[src/rtl/async2sync_bridge.sv]
// -----------------------------------------------------------------------------
// async2sync_bridge
//
// Consumer stage that sits directly behind a join/Muller reduction. It accepts
// the merged 4-phase bundled-data request (req_in + data_in), returns the
// acknowledge, and re-times each item into a clocked valid/ready stream.
// It also counts fully completed 4-phase cycles and raises a sticky flag when
// upstream withdraws a request before it has been acknowledged.
//
// Configuration macro:
//   A2S_SYNC3_EN  - when defined, req_in goes through a 3-flop synchronizer
//                   instead of 2. Each request edge then takes one clock
//                   longer to reach the FSM. Nothing else changes.
//
// Parameters:
//   width      - bundled data width
//   cnt_width  - width of the completed-transfer counter (wraps silently)
//
// Ports:
//   clk        in   system clock, rising edge
//   rst        in   asynchronous reset, active-low
//   req_in     in   4-phase request from upstream
//   ack_in     out  4-phase acknowledge to upstream (straight from a flop)
//   data_in    in   bundled data, stable while req_in=1
//   dout       out  captured data for the synchronous consumer
//   valid      out  dout valid
//   ready      in   consumer accepts dout when valid&ready at a clk edge
//   xfer_cnt   out  number of completed 4-phase cycles, modulo 2^cnt_width
//   proto_err  out  sticky protocol-violation flag, cleared only by rst
// -----------------------------------------------------------------------------
module async2sync_bridge #(
   parameter int width     = 8,
   parameter int cnt_width = 16
) (
   input  logic                 clk,
   input  logic                 rst,
   input  logic                 req_in,
   output logic                 ack_in,
   input  logic [width-1:0]     data_in,
   output logic [width-1:0]     dout,
   output logic                 valid,
   input  logic                 ready,
   output logic [cnt_width-1:0] xfer_cnt,
   output logic                 proto_err
);

`ifdef A2S_SYNC3_EN
   localparam int sync_len = 3;
`else
   localparam int sync_len = 2;
`endif

   localparam logic [cnt_width-1:0] cnt_one = {{(cnt_width-1){1'b0}}, 1'b1};

   typedef enum logic [1:0] {
      IDLE  = 2'b00,
      VALID = 2'b01,
      ACK   = 2'b10
   } state_t;

   logic [sync_len-1:0]  sync_r;
   logic                 req_s;

   state_t               state_r;
   state_t               state_nxt_s;
   logic [width-1:0]     dout_r;
   logic [width-1:0]     dout_nxt_s;
   logic                 valid_r;
   logic                 valid_nxt_s;
   logic                 ack_r;
   logic                 ack_nxt_s;
   logic [cnt_width-1:0] cnt_r;
   logic [cnt_width-1:0] cnt_nxt_s;
   logic                 err_r;
   logic                 err_nxt_s;

   // req_in synchronizer shift chain; the last stage is the only copy the FSM sees
   always_ff @(posedge clk or negedge rst) begin
      if (!rst) begin
         sync_r <= {sync_len{1'b0}};
      end else begin
         sync_r <= {sync_r[sync_len-2:0], req_in};
      end
   end

   assign req_s = sync_r[sync_len-1];

   // State and output registers; every output comes straight from a flop
   always_ff @(posedge clk or negedge rst) begin
      if (!rst) begin
         state_r <= IDLE;
         dout_r  <= {width{1'b0}};
         valid_r <= 1'b0;
         ack_r   <= 1'b0;
         cnt_r   <= {cnt_width{1'b0}};
         err_r   <= 1'b0;
      end else begin
         state_r <= state_nxt_s;
         dout_r  <= dout_nxt_s;
         valid_r <= valid_nxt_s;
         ack_r   <= ack_nxt_s;
         cnt_r   <= cnt_nxt_s;
         err_r   <= err_nxt_s;
      end
   end

   // Next-state and next-output logic of the 4-phase to valid/ready FSM
   always_comb begin
      state_nxt_s = state_r;
      dout_nxt_s  = dout_r;
      valid_nxt_s = valid_r;
      ack_nxt_s   = ack_r;
      cnt_nxt_s   = cnt_r;
      err_nxt_s   = err_r;

      case (state_r)
         IDLE: begin
            // By the time req_s is seen, data_in has been stable for at
            // least the synchronizer depth, so sampling it here is safe.
            if (req_s) begin
               dout_nxt_s  = data_in;
               valid_nxt_s = 1'b1;
               state_nxt_s = VALID;
            end else begin
               valid_nxt_s = 1'b0;
               ack_nxt_s   = 1'b0;
            end
         end
         VALID: begin
            // A withdrawn request takes priority over a simultaneous ready:
            // the item is dropped unacknowledged and the count is untouched.
            if (!req_s) begin
               err_nxt_s   = 1'b1;
               valid_nxt_s = 1'b0;
               state_nxt_s = IDLE;
            end else if (ready) begin
               valid_nxt_s = 1'b0;
               ack_nxt_s   = 1'b1;
               state_nxt_s = ACK;
            end else begin
               valid_nxt_s = 1'b1;
            end
         end
         ACK: begin
            // Return-to-zero phase; the transfer only counts once it is over.
            if (!req_s) begin
               ack_nxt_s   = 1'b0;
               cnt_nxt_s   = cnt_r + cnt_one;
               state_nxt_s = IDLE;
            end else begin
               ack_nxt_s   = 1'b1;
            end
         end
         default: begin
            state_nxt_s = IDLE;
            valid_nxt_s = 1'b0;
            ack_nxt_s   = 1'b0;
         end
      endcase
   end

   assign ack_in    = ack_r;
   assign dout      = dout_r;
   assign valid     = valid_r;
   assign xfer_cnt  = cnt_r;
   assign proto_err = err_r;

endmodule

[config.mk]
export PLATFORM = sky130hd
export DESIGN_NAME = async2sync_bridge
export DESIGN_NICKNAME = d
export VERILOG_FILES = /design/src/rtl/async2sync_bridge.sv
export SDC_FILE = /design/constraint.sdc
export NUM_CORES = 1
export LEC_CHECK = 0
export BUFFER_PORTS_ARGS = -buffer_cell sky130_fd_sc_hd__buf_4
export CAP_MARGIN = 20
export CORE_MARGIN = 3
export CORE_UTILIZATION = 50
export CTS_CLUSTER_SIZE = 28
export DETAILED_ROUTE_END_ITERATION = 8
export PLACE_DENSITY_LB_ADDON = 0.25
export SLEW_MARGIN = 25
export SYNTH_ARGS = -nofsm -noshare
export SYNTH_HDL_FRONTEND = slang
export SYNTH_SLANG_ARGS = --single-unit
[constraint.sdc]
create_clock -name clk -period 2 [get_ports clk]
set_input_delay 0.1 -clock clk [delete_from_list [all_inputs] [get_ports clk]]
set_output_delay 0.1 -clock clk [all_outputs]
set_load 0.03 [all_outputs]
# After elaboration in Yosys (flattened, before gate mapping)
# Index checks and enable logic that the tools add are counted.
# op_classes
mux	13
bitwise	1
shifts	0
eq_ne	8
mul	0
n_lt_le_gt_ge	0
n_addsub	1
reduce_logical	6
div_mod_pow	0
# op_table
op	count
adder 16 x 1 -> 16 bit, second input constant	1
inequality test 2 bit, second input constant	5
two-way mux 2 bit	4
two-way mux 1 bit	6
one-hot mux 1 bit (3 select lines)	2
one-hot mux 2 bit (3 select lines)	1
AND reduction 2 bit	3
AND reduction 3 bit	2
inequality test 3 bit, second input constant	1
equality test 2 x 1 -> 1 bit, second input constant	1
equality test 2 bit, second input constant	1
logical NOT 2 bit	1
inverter 1 bit	1
# word_totals
elab_cells	36
latchBits	0
register_bits	31
output_inout_bits	27
memories	0
mem_bits_rw	0
in_bits	12
mem_bits_ro	0

# Longest topological paths before layout
# depth
word_depth	3
mapped_depth	7
ltp_nobuf	6

# Worst setup path before layout
# No wires, ideal clock.
# synth_timing
path_type	reg-to-reg
startpoint	register cnt_r[0], in the netlist xfer_cnt[0]
endpoint	register cnt_r[14], in the netlist xfer_cnt[14]
slack_ns	0.309
t_required_ns	1.920
stages_incl_launch_ff	7
period_less_slack_ns	1.691
setup_time_ns	0.080
path_buffers	1
t_arrival_ns	1.611
path_cell_list	dfrtp_1 > ha_1 > nand2_1 > or3_4 > buf_6 > nor3_4 > xor2_1
# synth_via
elab_chain_len	1
# synth_rtl
item	line_no	text
from (decl)	72	logic [cnt_width-1:0] cnt_r;
from (signal assigned)	95	cnt_r <= {cnt_width{1'b0}};
from (signal assigned)	102	cnt_r <= cnt_nxt_s;
adder 16 x 1 -> 16 bit	148	cnt_nxt_s = cnt_r + cnt_one;
# Every way passes these cells.
# A chain may end at the register's enable or synchronous reset.

# Worst setup path after layout
# layout_timing
startpoint	register state_r[0]
endpoint	register cnt_r[14], in the netlist xfer_cnt[14]
# layout_via
elab_chain_len	2
# layout_rtl
item	line_no	text
from (decl)	64	state_t state_r;
from (signal assigned)	98	state_r <= state_nxt_s;
equality test 2 bit	116	case (state_r)
AND reduction 2 bit (no line)	n/a	
# Every way passes these cells.

==> results by group <==
Run status
  – Status: finished, final reports clean

Clock network
  – Post-CTS sizing: 0
  – CTS tree: done
  – Clk sinks: 31
  – CTS Root Cell: clkbuf_4
  – Number of CTS-inserted buffers: 5
  – Register clock-pin slew on the reported worst setup and hold paths: 0.09 ns
  – Htree depth: 2
  – Skew-Pair Late Insertion Delay: around 0.33 ns
  – CTS Buffer Depth: 2

Timing
  – Setup violators final: 0
  – Upper clock frequency limit: 567 MHz
  – Slew margin rel.: 0.752
  – Post-Route Setup TNS: 0 ns
  – Worst slew pin tran: 0.373 ns
  – Final min period: 1.76 ns
  – Hold Vio Cnt, Final: 0
  – Max Slew Vio Count: 0
  – RSZ-0062 raised after global routing: false
  – Crit share post-route: 0.882
  – Setup Skew: roughly 0.0045 ns

Setup path
  – Reg2reg start: state_r[0]
  – Terminus of the critical flop-to-flop path: xfer_cnt[14]
  – FF-to-FF path depth: 6
  – Crit Path Max Fanout: 6
  – Worst setup EP type: flip-flop
  – R2r setup slk: around 0.24 ns
  – Worst EP arrival: approximately 2 ns
  – Setup CP Type: flip-flop to flip-flop
  – Worst endpoint required time: 2.26 ns
  – Startpoint types: flip-flop

Floorplan
  – IO Count: 39
  – Die ar.: about 3400 µm²
  – Die Span X: 58.5 µm
  – # rows: 18
  – Core area: 2540 µm²
  – Starting Density: 0.542
  – Chip height: 58.5 µm

Synthesis
  – Post-Synthesis Cells: 111
  – Average cell area after synthesis: around 12 µm²
  – Post-synthesis sequential area ratio: 0.563
  – Synth warn: 0
  – Dominant cells by area after synthesis: dfrtp_1 56%, mux2_2 8.2%, xnor2_1 7.0%
  – Post-synth top area share: 0.563
  – Seq cells post-synth: 31
  – Netlist cell types: 26
  – Net Count, Synth: 128
  – Leading area contributor after synthesis: dfrtp_1
  – Cell area after synthesis: roughly 1400 µm²

Route
  – Wire per inst: 12.8 µm
  – DRT iter0 DRCs: 25
  – Routed WL: about 2500 µm
  – Via count: just under 1000
  – ANT nets after route: 0
  – Vias per inst: slightly above 5
  – Remaining DRCs: 0
  – First-pass DRT Iterations: 4

Finish
  – Commonest cells after routing, fill and taps aside: 39 x buf_4, 31 x dfrtp_1, 11 x nand2_1, 11 x xnor2_1
  – Area delta synth->final: 33.2%
  – Fill cells: 186
  – Antenna fix cells: 0
  – Multi-input logic area: 566 µm²
  – # nets final: ~180
  – FF/Latch Area: 776 µm²
  – Most common cell after layout, fill and taps aside: buf_4
  – Finished Layout Cells: 196
  – Layout cells sized above 1: 0.361

Global route
  – Pin count of the biggest net entering global routing: 32
  – Initial antenna violation count: 0
  – Vias in the first global route: 999
  – GRT Resource Usage Total: 0.168
  – Global-route wire length before repair: between 4000 and 5000 µm
  – Gr ovfl total: 0

Placed design
  – DP HPWL: 1790 µm
  – Dpl cells: 178
  – IO Port Bufs: 38
  – GPL Wtd Cong: between 0.7 and 0.8

Pwr
  – Peak supply drop: about 950 µV
  – Power per cell area: 1170 nW/µm²
  – Leak Pwr: 0.905 nW

Run
  – Max_cap viols: 0

Min path
  – WHS Path Cells: 4
  – Worst hold-check path type: input port to flip-flop
  – Hold path start: ready
  – Hold EP: valid
[cell families (layout without fill, tap and decap cells)]
kind of cell | Yosys count | after routing | synth area share
AOI/OAI and AO/OA | 7 | 7 | 0.0308
muxes | 11 | 11 | 0.0889
buffers and inverters | 6 | 61 | 0.0272
xor gates and xnor gates | 15 | 15 | 0.0953
and+or+nand+nor | 36 | 36 | 0.150
adders and majority gates | 5 | 5 | 0.0454
DFF | 31 | 31 | 0.563
[flip-flops by register name, indices dropped and copies added, names as in the netlist]
register	cells
sync_r	2
proto_err	1
ack_in	1
dout	8
valid	1
state_r	2
xfer_cnt	16
[stage by stage]
stage	util	total power [mW]	cell area (µm²)	setup WS (ns)	hold WS, ns
finish	0.722	2.14	1840	0.236	0.135
floorplan	-	1.47	1380	0.309	-0.196
global route	0.722	2.28	1840	0.107	0.194
detailed placement	0.663	1.80	1690	0.257	0.0500
global placement	0.663	1.76	1690	0.335	0.0497
CTS	0.722	2.17	1840	0.222	0.116
[routing by layer]
metal	vias to the layer above	GRT usage	share of wire
li1	479	-	-
met5	-	0	0
met1	474	0.187	0.44
met3	7	0.0526	0.059
met4	0	0.109	0.025
met2	32	0.274	0.47
[cell usage after synthesis]
library cell  number
or2_2              1
nand2_1           11
buf_6              2
nand3_1            7
mux2i_1            1
and3_1             2
nor3_4             1
a21boi_0           1
mux2_2            10
or3_4              1
and4_1             1
xnor2_1           11
nor2_1             4
or3_1              1
xor2_1             4
dfrtp_1           31
nand2b_4           1
a21o_1             2
nor3_1             1
nand4_1            2
nor3_2             1
a21oi_1            1
inv_1              4
nor2b_1            2
o21ai_0            3
ha_1               5
[how the worst max path moves through the flow]
stage,slack [ns],end,from,cells after the start
3_5_place_dp,0.26,xfer_cnt[14],state_r[0],6
4_1_cts,0.22,xfer_cnt[14],state_r[0],6
3_3_place_gp,0.34,xfer_cnt[14],state_r[0],6
5_1_grt,0.11,xfer_cnt[12],state_r[0],6
2_1_floorplan,0.31,xfer_cnt[14],xfer_cnt[0],6
6_report,0.24,xfer_cnt[14],state_r[0],6
[final cells by class]
type / count / area share
clock buffers: 7 / 0.0245
clock inverters: 1 / 0.00272
inverters: 4 / 0.00817
multi-input cells: 74 / 0.308
flip-flops and latches: 31 / 0.422
well taps: 30 / 0.0204
repair buffers: 49 / 0.214
[worst max-delay path, stage by stage, from the launching register on]
cell and delay [ns]:
dfrtp_1 0.41, inv_1 0.12, ha_1 0.30, nand2b_4 0.09, or3_4 0.44, nor3_4 0.18, xor2_1 0.15
[report_power, final]
| part | switching (mW) | internal, mW |
|---|---|---|
| Sequential | 0.111 | 0.779 |
| Clock | 0.207 | 0.137 |
| Combinational | 0.513 | 0.394 |
| Total | 0.831 | 1.31 |
[repair_timing]
action	in CTS	in global routing
buffers inserted	0	0
hold buffers	10	0
hold endpoints to repair	40	0
Power figures use the tool's default switching activity.
